<file path="src/rtl/seq_pattern_tx.sv">
// Serial pattern transmitter: shifts a latched pattern out MSB-first over a
// valid/ready bit stream, repeating it with an optional idle gap between sends.
module seq_pattern_tx #(
    parameter int PAT_W = 8,
    parameter int REP_W = 4,
    parameter int GAP_W = 4
) (
    input  logic                   clk,
    input  logic                   rst,
    input  logic                   start,
    input  logic                   abort,
    input  logic [PAT_W-1:0]       pattern,
    input  logic [$clog2(PAT_W):0] pat_len,
    input  logic [REP_W-1:0]       rep_cnt,
    input  logic [GAP_W-1:0]       gap_len,
    input  logic                   bit_ready,
    output logic                   bit_out,
    output logic                   bit_valid,
    output logic                   frame_start,
    output logic                   busy,
    output logic                   done
);

    localparam int LEN_W = $clog2(PAT_W) + 1;
    localparam logic [LEN_W-1:0] PAT_W_L = LEN_W'(PAT_W);

    typedef enum logic [1:0] {IDLE, SEND, GAP, FIN} state_t;

    // Handshake: a bit is transferred on a rising clk edge where bit_valid and
    // bit_ready are both high; bit_out/frame_start hold while bit_ready is low.
    state_t           state, state_nxt;
    logic [PAT_W-1:0] pat_q, shreg;
    logic [LEN_W-1:0] len_q, bit_cnt, eff_len;
    logic [REP_W-1:0] rep_q;
    logic [GAP_W-1:0] gap_q, gap_cnt;
    logic             xfer, last_bit;

    always_comb begin
        eff_len = pat_len;
        if (pat_len == '0 || pat_len > PAT_W_L)
            eff_len = PAT_W_L;
    end

    assign xfer     = (state == SEND) && bit_ready;
    assign last_bit = (bit_cnt == '0);

    always_ff @(posedge clk or posedge rst) begin
        if (rst)
            state <= IDLE;
        else
            state <= state_nxt;
    end

    always_comb begin
        state_nxt = state;
        case (state)
            IDLE: if (start && !abort) state_nxt = SEND;
            SEND: begin
                if (abort)
                    state_nxt = IDLE;
                else if (xfer && last_bit) begin
                    if (rep_q == '0)       state_nxt = FIN;
                    else if (gap_q != '0)  state_nxt = GAP;
                    else                   state_nxt = SEND;
                end
            end
            GAP: begin
                if (abort)
                    state_nxt = IDLE;
                else if (gap_cnt == GAP_W'(1))
                    state_nxt = SEND;
            end
            FIN:     state_nxt = IDLE;
            default: state_nxt = IDLE;
        endcase
    end

    // Pattern is stored left-aligned so the active MSB always sits at shreg[PAT_W-1].
    always_ff @(posedge clk or posedge rst) begin
        if (rst) begin
            pat_q   <= '0;
            shreg   <= '0;
            len_q   <= '0;
            bit_cnt <= '0;
            rep_q   <= '0;
            gap_q   <= '0;
            gap_cnt <= '0;
        end else if (state == IDLE) begin
            if (start && !abort) begin
                pat_q   <= pattern << (PAT_W_L - eff_len);
                shreg   <= pattern << (PAT_W_L - eff_len);
                len_q   <= eff_len;
                bit_cnt <= eff_len - 1'b1;
                rep_q   <= rep_cnt;
                gap_q   <= gap_len;
                gap_cnt <= '0;
            end
        end else if (abort) begin
            shreg   <= '0;
            bit_cnt <= '0;
            rep_q   <= '0;
            gap_cnt <= '0;
        end else begin
            case (state)
                SEND: begin
                    if (xfer) begin
                        if (!last_bit) begin
                            shreg   <= shreg << 1;
                            bit_cnt <= bit_cnt - 1'b1;
                        end else if (rep_q != '0) begin
                            if (gap_q != '0) begin
                                gap_cnt <= gap_q;
                            end else begin
                                shreg   <= pat_q;
                                bit_cnt <= len_q - 1'b1;
                                rep_q   <= rep_q - 1'b1;
                            end
                        end
                    end
                end
                GAP: begin
                    gap_cnt <= gap_cnt - 1'b1;
                    if (gap_cnt == GAP_W'(1)) begin
                        shreg   <= pat_q;
                        bit_cnt <= len_q - 1'b1;
                        rep_q   <= rep_q - 1'b1;
                    end
                end
                default: ;
            endcase
        end
    end

    always_comb begin
        bit_out     = 1'b0;
        bit_valid   = 1'b0;
        frame_start = 1'b0;
        busy        = (state != IDLE);
        done        = 1'b0;
        case (state)
            SEND: begin
                bit_valid   = 1'b1;
                bit_out     = shreg[PAT_W-1];
                frame_start = (bit_cnt == len_q - 1'b1);
            end
            // An abort arriving in FIN cancels the completion pulse.
            FIN:     done = !abort;
            default: ;
        endcase
    end

endmodule

</file>
<file path="config.mk">
export PLATFORM = sky130hd
export DESIGN_NAME = seq_pattern_tx
export DESIGN_NICKNAME = d
export VERILOG_FILES = /design/src/rtl/seq_pattern_tx.sv
export SDC_FILE = /design/constraint.sdc
export NUM_CORES = 1
export LEC_CHECK = 0
export CAP_MARGIN = 20
export CORE_UTILIZATION = 45
export DETAILED_ROUTE_END_ITERATION = 16
export MAX_ROUTING_LAYER = met4
export PLACE_DENSITY = 0.68
export SYNTH_ARGS = -nofsm -noshare
export SYNTH_HDL_FRONTEND = slang
export SYNTH_SLANG_ARGS = --single-unit
</file>
<file path="constraint.sdc">
create_clock -name clk -period 2.35 [get_ports clk]
set_input_delay 0.5875 -clock clk [delete_from_list [all_inputs] [get_ports clk]]
set_output_delay 0.5875 -clock clk [all_outputs]
set_load 0.02 [all_outputs]
</file>
==> flow_summary.rst <==
.. list-table::
   :header-rows: 1

   * - Metric
     - Value
   * - Async set-or-reset flop fraction in the synthesized netlist
     - 1.00
   * - Leakage power summed over all cells
     - 1.42 nW
   * - Remaining Overflow, GRT
     - 0
   * - Upper clock frequency limit
     - 0.443 GHz
   * - Inserted Clock Buffers
     - 5
   * - YS warnings
     - 0
   * - Largest net degree at the start of global routing
     - 39
   * - Worst path required time
     - 2.52 ns
   * - Post-DP HPWL
     - 4.20 mm
   * - Relative slew margins
     - 0.609
   * - Avg Synthesized Cell Area
     - 9.27 sq um
   * - Critical path's slowest cell
     - mux4_2
   * - Post-layout min period
     - 2.26 ns
   * - Count of cells along the worst hold path
     - 2
   * - CORE AREA
     - 0.00517 sq mm
   * - Crit Path Category
     - in -> reg
   * - Synth Register Bits
     - 38
   * - Routability cong.
     - 0.839
   * - Area of the mapped netlist
     - 0.00244 sq mm
   * - Total power divided by cell area
     - 1150 mW/mm^2
   * - Clk slew on worst S/H paths
     - 0.08 ns
   * - Final worst setup slack
     - 0.0905 ns
   * - Routed WL
     - 5.66 mm
   * - Most frequently used flop master after synthesis
     - dfrtp_1
   * - Die width
     - 75.6 um
   * - Number of max-capacitance violations reported
     - 0
   * - Worst hold slack
     - 0.483 ns
   * - Die Height
     - 75.6 um
   * - Path depth of the worst reg2reg path
     - 8
   * - Max-slew violation total from the final report
     - 0
   * - Area enclosed by the die boundary
     - 0.00571 sq mm
   * - Class of the worst hold path
     - reg -> reg
   * - Total global-route track usage
     - 0.235
   * - Htree depth
     - 2
   * - Antenna Cells
     - 0
   * - Placed Instance Area
     - 0.00302 sq mm
   * - Fin. Hold Viols
     - 0
   * - Top cell type by total area after synthesis
     - dfrtp_1
   * - End-of-flow core utilization
     - 0.611
   * - Proportion of netlist area held by the largest area contributor
     - 0.390
   * - I/O pins
     - 30
   * - Post-CTS Setup Inserts
     - 0
   * - Later-pin clock latency in the skew report
     - 0.29 ns
   * - Detailed router's first-iteration violation count
     - 105
   * - Launching element type of the critical path
     - input pin
   * - Number of nets still failing antenna checks after routing
     - 0
   * - Average detailed-routed wire length per instance
     - 14.4 um
   * - Period utilisation layout
     - 0.961
   * - Count of unresolved DRC violations after routing
     - 0
   * - Setup skew after layout
     - 0.00715 ns
   * - Crit. End Element
     - register
   * - CTS sink cnt
     - 38
   * - CTS Root Cell
     - clkbuf_8
   * - Number of enable-type register cells in the synthesized netlist
     - 0
   * - First-pass iteration count of the detailed router
     - 4
   * - Via count of the first global-routing pass
     - 2,117
   * - Proportion of synthesized chip area in sequential cells
     - 0.390
   * - Post-route standard cell area excluding fillers
     - 0.00316 sq mm
   * - Worst-Margin Slew
     - 0.584 ns
   * - Clock tree from TritonCTS
     - yes
   * - Number of instances in the synthesized netlist
     - 263
   * - Number of vias after detailed routing
     - 2,172
   * - Maximum buffer depth of the clock tree
     - 2
   * - Antenna violations before repair
     - 0
   * - Result of the run
     - completed
   * - Area growth, synth to finish
     - 29.7%
   * - Number of core rows
     - 26
   * - Net count reported at finish
     - 354
   * - Netlist cell types
     - 49
   * - Global-route wire length before repair
     - 9.75 mm
   * - Count of buffers from port buffering
     - 29
   * - RSZ-0062 raised after global routing
     - no
   * - Crit path arrival time
     - 2.43 ns
   * - Max FO, Critical Path
     - 4
   * - DP Worst Slack
     - -0.222 ns
   * - Ratio of cells with drive above 1 in the final layout
     - 0.214
   * - Largest cells by area after synthesis
     - dfrtp_1, o21ai_0, nand2_1
   * - Worst vdd ir
     - 0.000435 V
   * - Initial core utilization
     - 0.471
   * - Delay of the slowest cell on the worst path
     - 0.51 ns
   * - Total of fill cells in the finished design
     - 469
   * - Final setup violating endpoints
     - 0
   * - Net count after synthesis
     - 295
   * - DR vias/cell
     - 5.53
   * - List of cells traversed by the critical path
     - clkdlybuf4s50_1, nand2b_4, ha_1, inv_2, mux4_2, mux2i_2, o211ai_1
final cells by class:
type / instances / area (sq um) / share of cell area
Clock buffer: 7 / 86.3 / 0.0273
Clock inverter: 1 / 5.00 / 0.00158
Inverter: 16 / 60.1 / 0.0190
Multi-Input combinational cell: 198 / 1410 / 0.447
Sequential cell: 38 / 951 / 0.301
Tap cell: 70 / 87.6 / 0.0277
Timing Repair Buffer: 63 / 557 / 0.176
logic make-up (layout without fill, tap and decap cells):
logic type               Yosys count  in the layout  share of synthesized area
AND/OR/NAND/NOR                   87             87                      0.176
AO/OA/AOI/OAI                     75             75                      0.217
flip-flops                        38             38                      0.390
buffers and inverters             27             87                     0.0493
multiplexers                      20             20                     0.0965
XOR/XNOR                           9              9                     0.0354
adder cells (fa/ha/maj)            7              7                     0.0359
worst paths after layout:
check | start | to | slack, ns
worst max-delay path | pat_len[3] | shreg[6] | 0.09
worst min-delay path | shreg[0] | shreg[0] | 0.48
worst max register to register | bit_cnt[0] | shreg[4] | 0.19
worst min register to register | shreg[0] | shreg[0] | 0.48
max in group asynchronous | rst | bit_cnt[2] | 1.29
min in group asynchronous | rst | gap_q[2] | 0.70
critical path: cells and delay by family:
| family | cells | cell delay, ns |
|---|---|---|
| buffers and inverters | 2 | 0.57 |
| and+or+nand+nor | 1 | 0.17 |
| AOI/OAI and AO/OA | 1 | 0.10 |
| muxes | 2 | 0.69 |
| adders and majority gates | 1 | 0.33 |
timing repair:
item                                   in CTS  in global routing
endpoints found under the hold margin       0                  0
cloned                                      0                  0
hold buffers                                0                  0
resized for setup                           5                 13
setup endpoints to repair                   2                  9
report_power, final:
| group | internal, mW | total (mW) | leakage (nW) | switching [mW] |
|---|---|---|---|---|
| registers | 0.939 | 1.16 | 0.487 | 0.220 |
| clock network | 0.237 | 0.471 | 0.0482 | 0.234 |
| logic | 0.965 | 2.00 | 0.882 | 1.04 |
| total | 2.14 | 3.63 | 1.42 | 1.49 |
cell usage in the layout (no fill, tap or decap), types with 7 or more instances in the layout:
master / netlist / routed
buf_4: 2 / 33
clkdlybuf4s50_1: 0 / 25
dfrtp_1: 38 / 38
ha_1: 7 / 7
inv_1: 15 / 15
mux2_2: 8 / 8
mux2i_1: 10 / 9
nand2_1: 32 / 32
nor2_1: 17 / 15
nor3_1: 11 / 10
o21ai_0: 27 / 26
Yosys cell counts, types with 2 or more instances:
cell / n
dfrtp_1: 38
nand2_1: 32
o21ai_0: 27
nor2_1: 17
inv_1: 15
nor3_1: 11
mux2i_1: 10
mux2_2: 8
ha_1: 7
a22oi_1: 6
nand2b_1: 6
a211o_1: 5
a21oi_1: 5
clkbuf_1: 5
xnor2_1: 5
a22o_1: 4
a221oi_1: 3
a31oi_1: 3
a32oi_1: 3
and2_1: 3
buf_2: 3
nand3_1: 3
nor2b_1: 3
nor4_1: 3
o211ai_1: 3
o31ai_1: 3
xor2_1: 3
buf_4: 2
mux4_2: 2
nor3b_1: 2
o221ai_1: 2
o221ai_2: 2
o22a_1: 2
o32a_1: 2
per-stage QoR:
stage | TNS [ns] | instances | power (mW)
2_1_floorplan | 0 | 263 | 2.46
3_3_place_gp | -1.81 | 385 | 3.09
3_5_place_dp | -2.51 | 385 | 3.13
4_1_cts | 0 | 393 | 3.62
5_1_grt | 0 | 393 | 3.94
6_report | 0 | 393 | 3.63
flip-flops by register name (all words and copies together), names as in the netlist:
name / flops
state: 2
gap_cnt: 4
shreg: 8
gap_q: 4
pat_q: 8
bit_cnt: 4
len_q: 4
rep_q: 4
layer usage:
| layer | up-vias | GRT usage | wire length (um) |
|---|---|---|---|
| met1 | 1037 | 0.291 | 2530 |
| li1 | 1082 | - | - |
| met2 | 49 | 0.398 | 2870 |
| met5 | - | - | 0 |
| met3 | 4 | 0.0357 | 218 |
| met4 | 0 | 0.0679 | 45 |
Note: power is estimated with default switching activity, not from simulation.
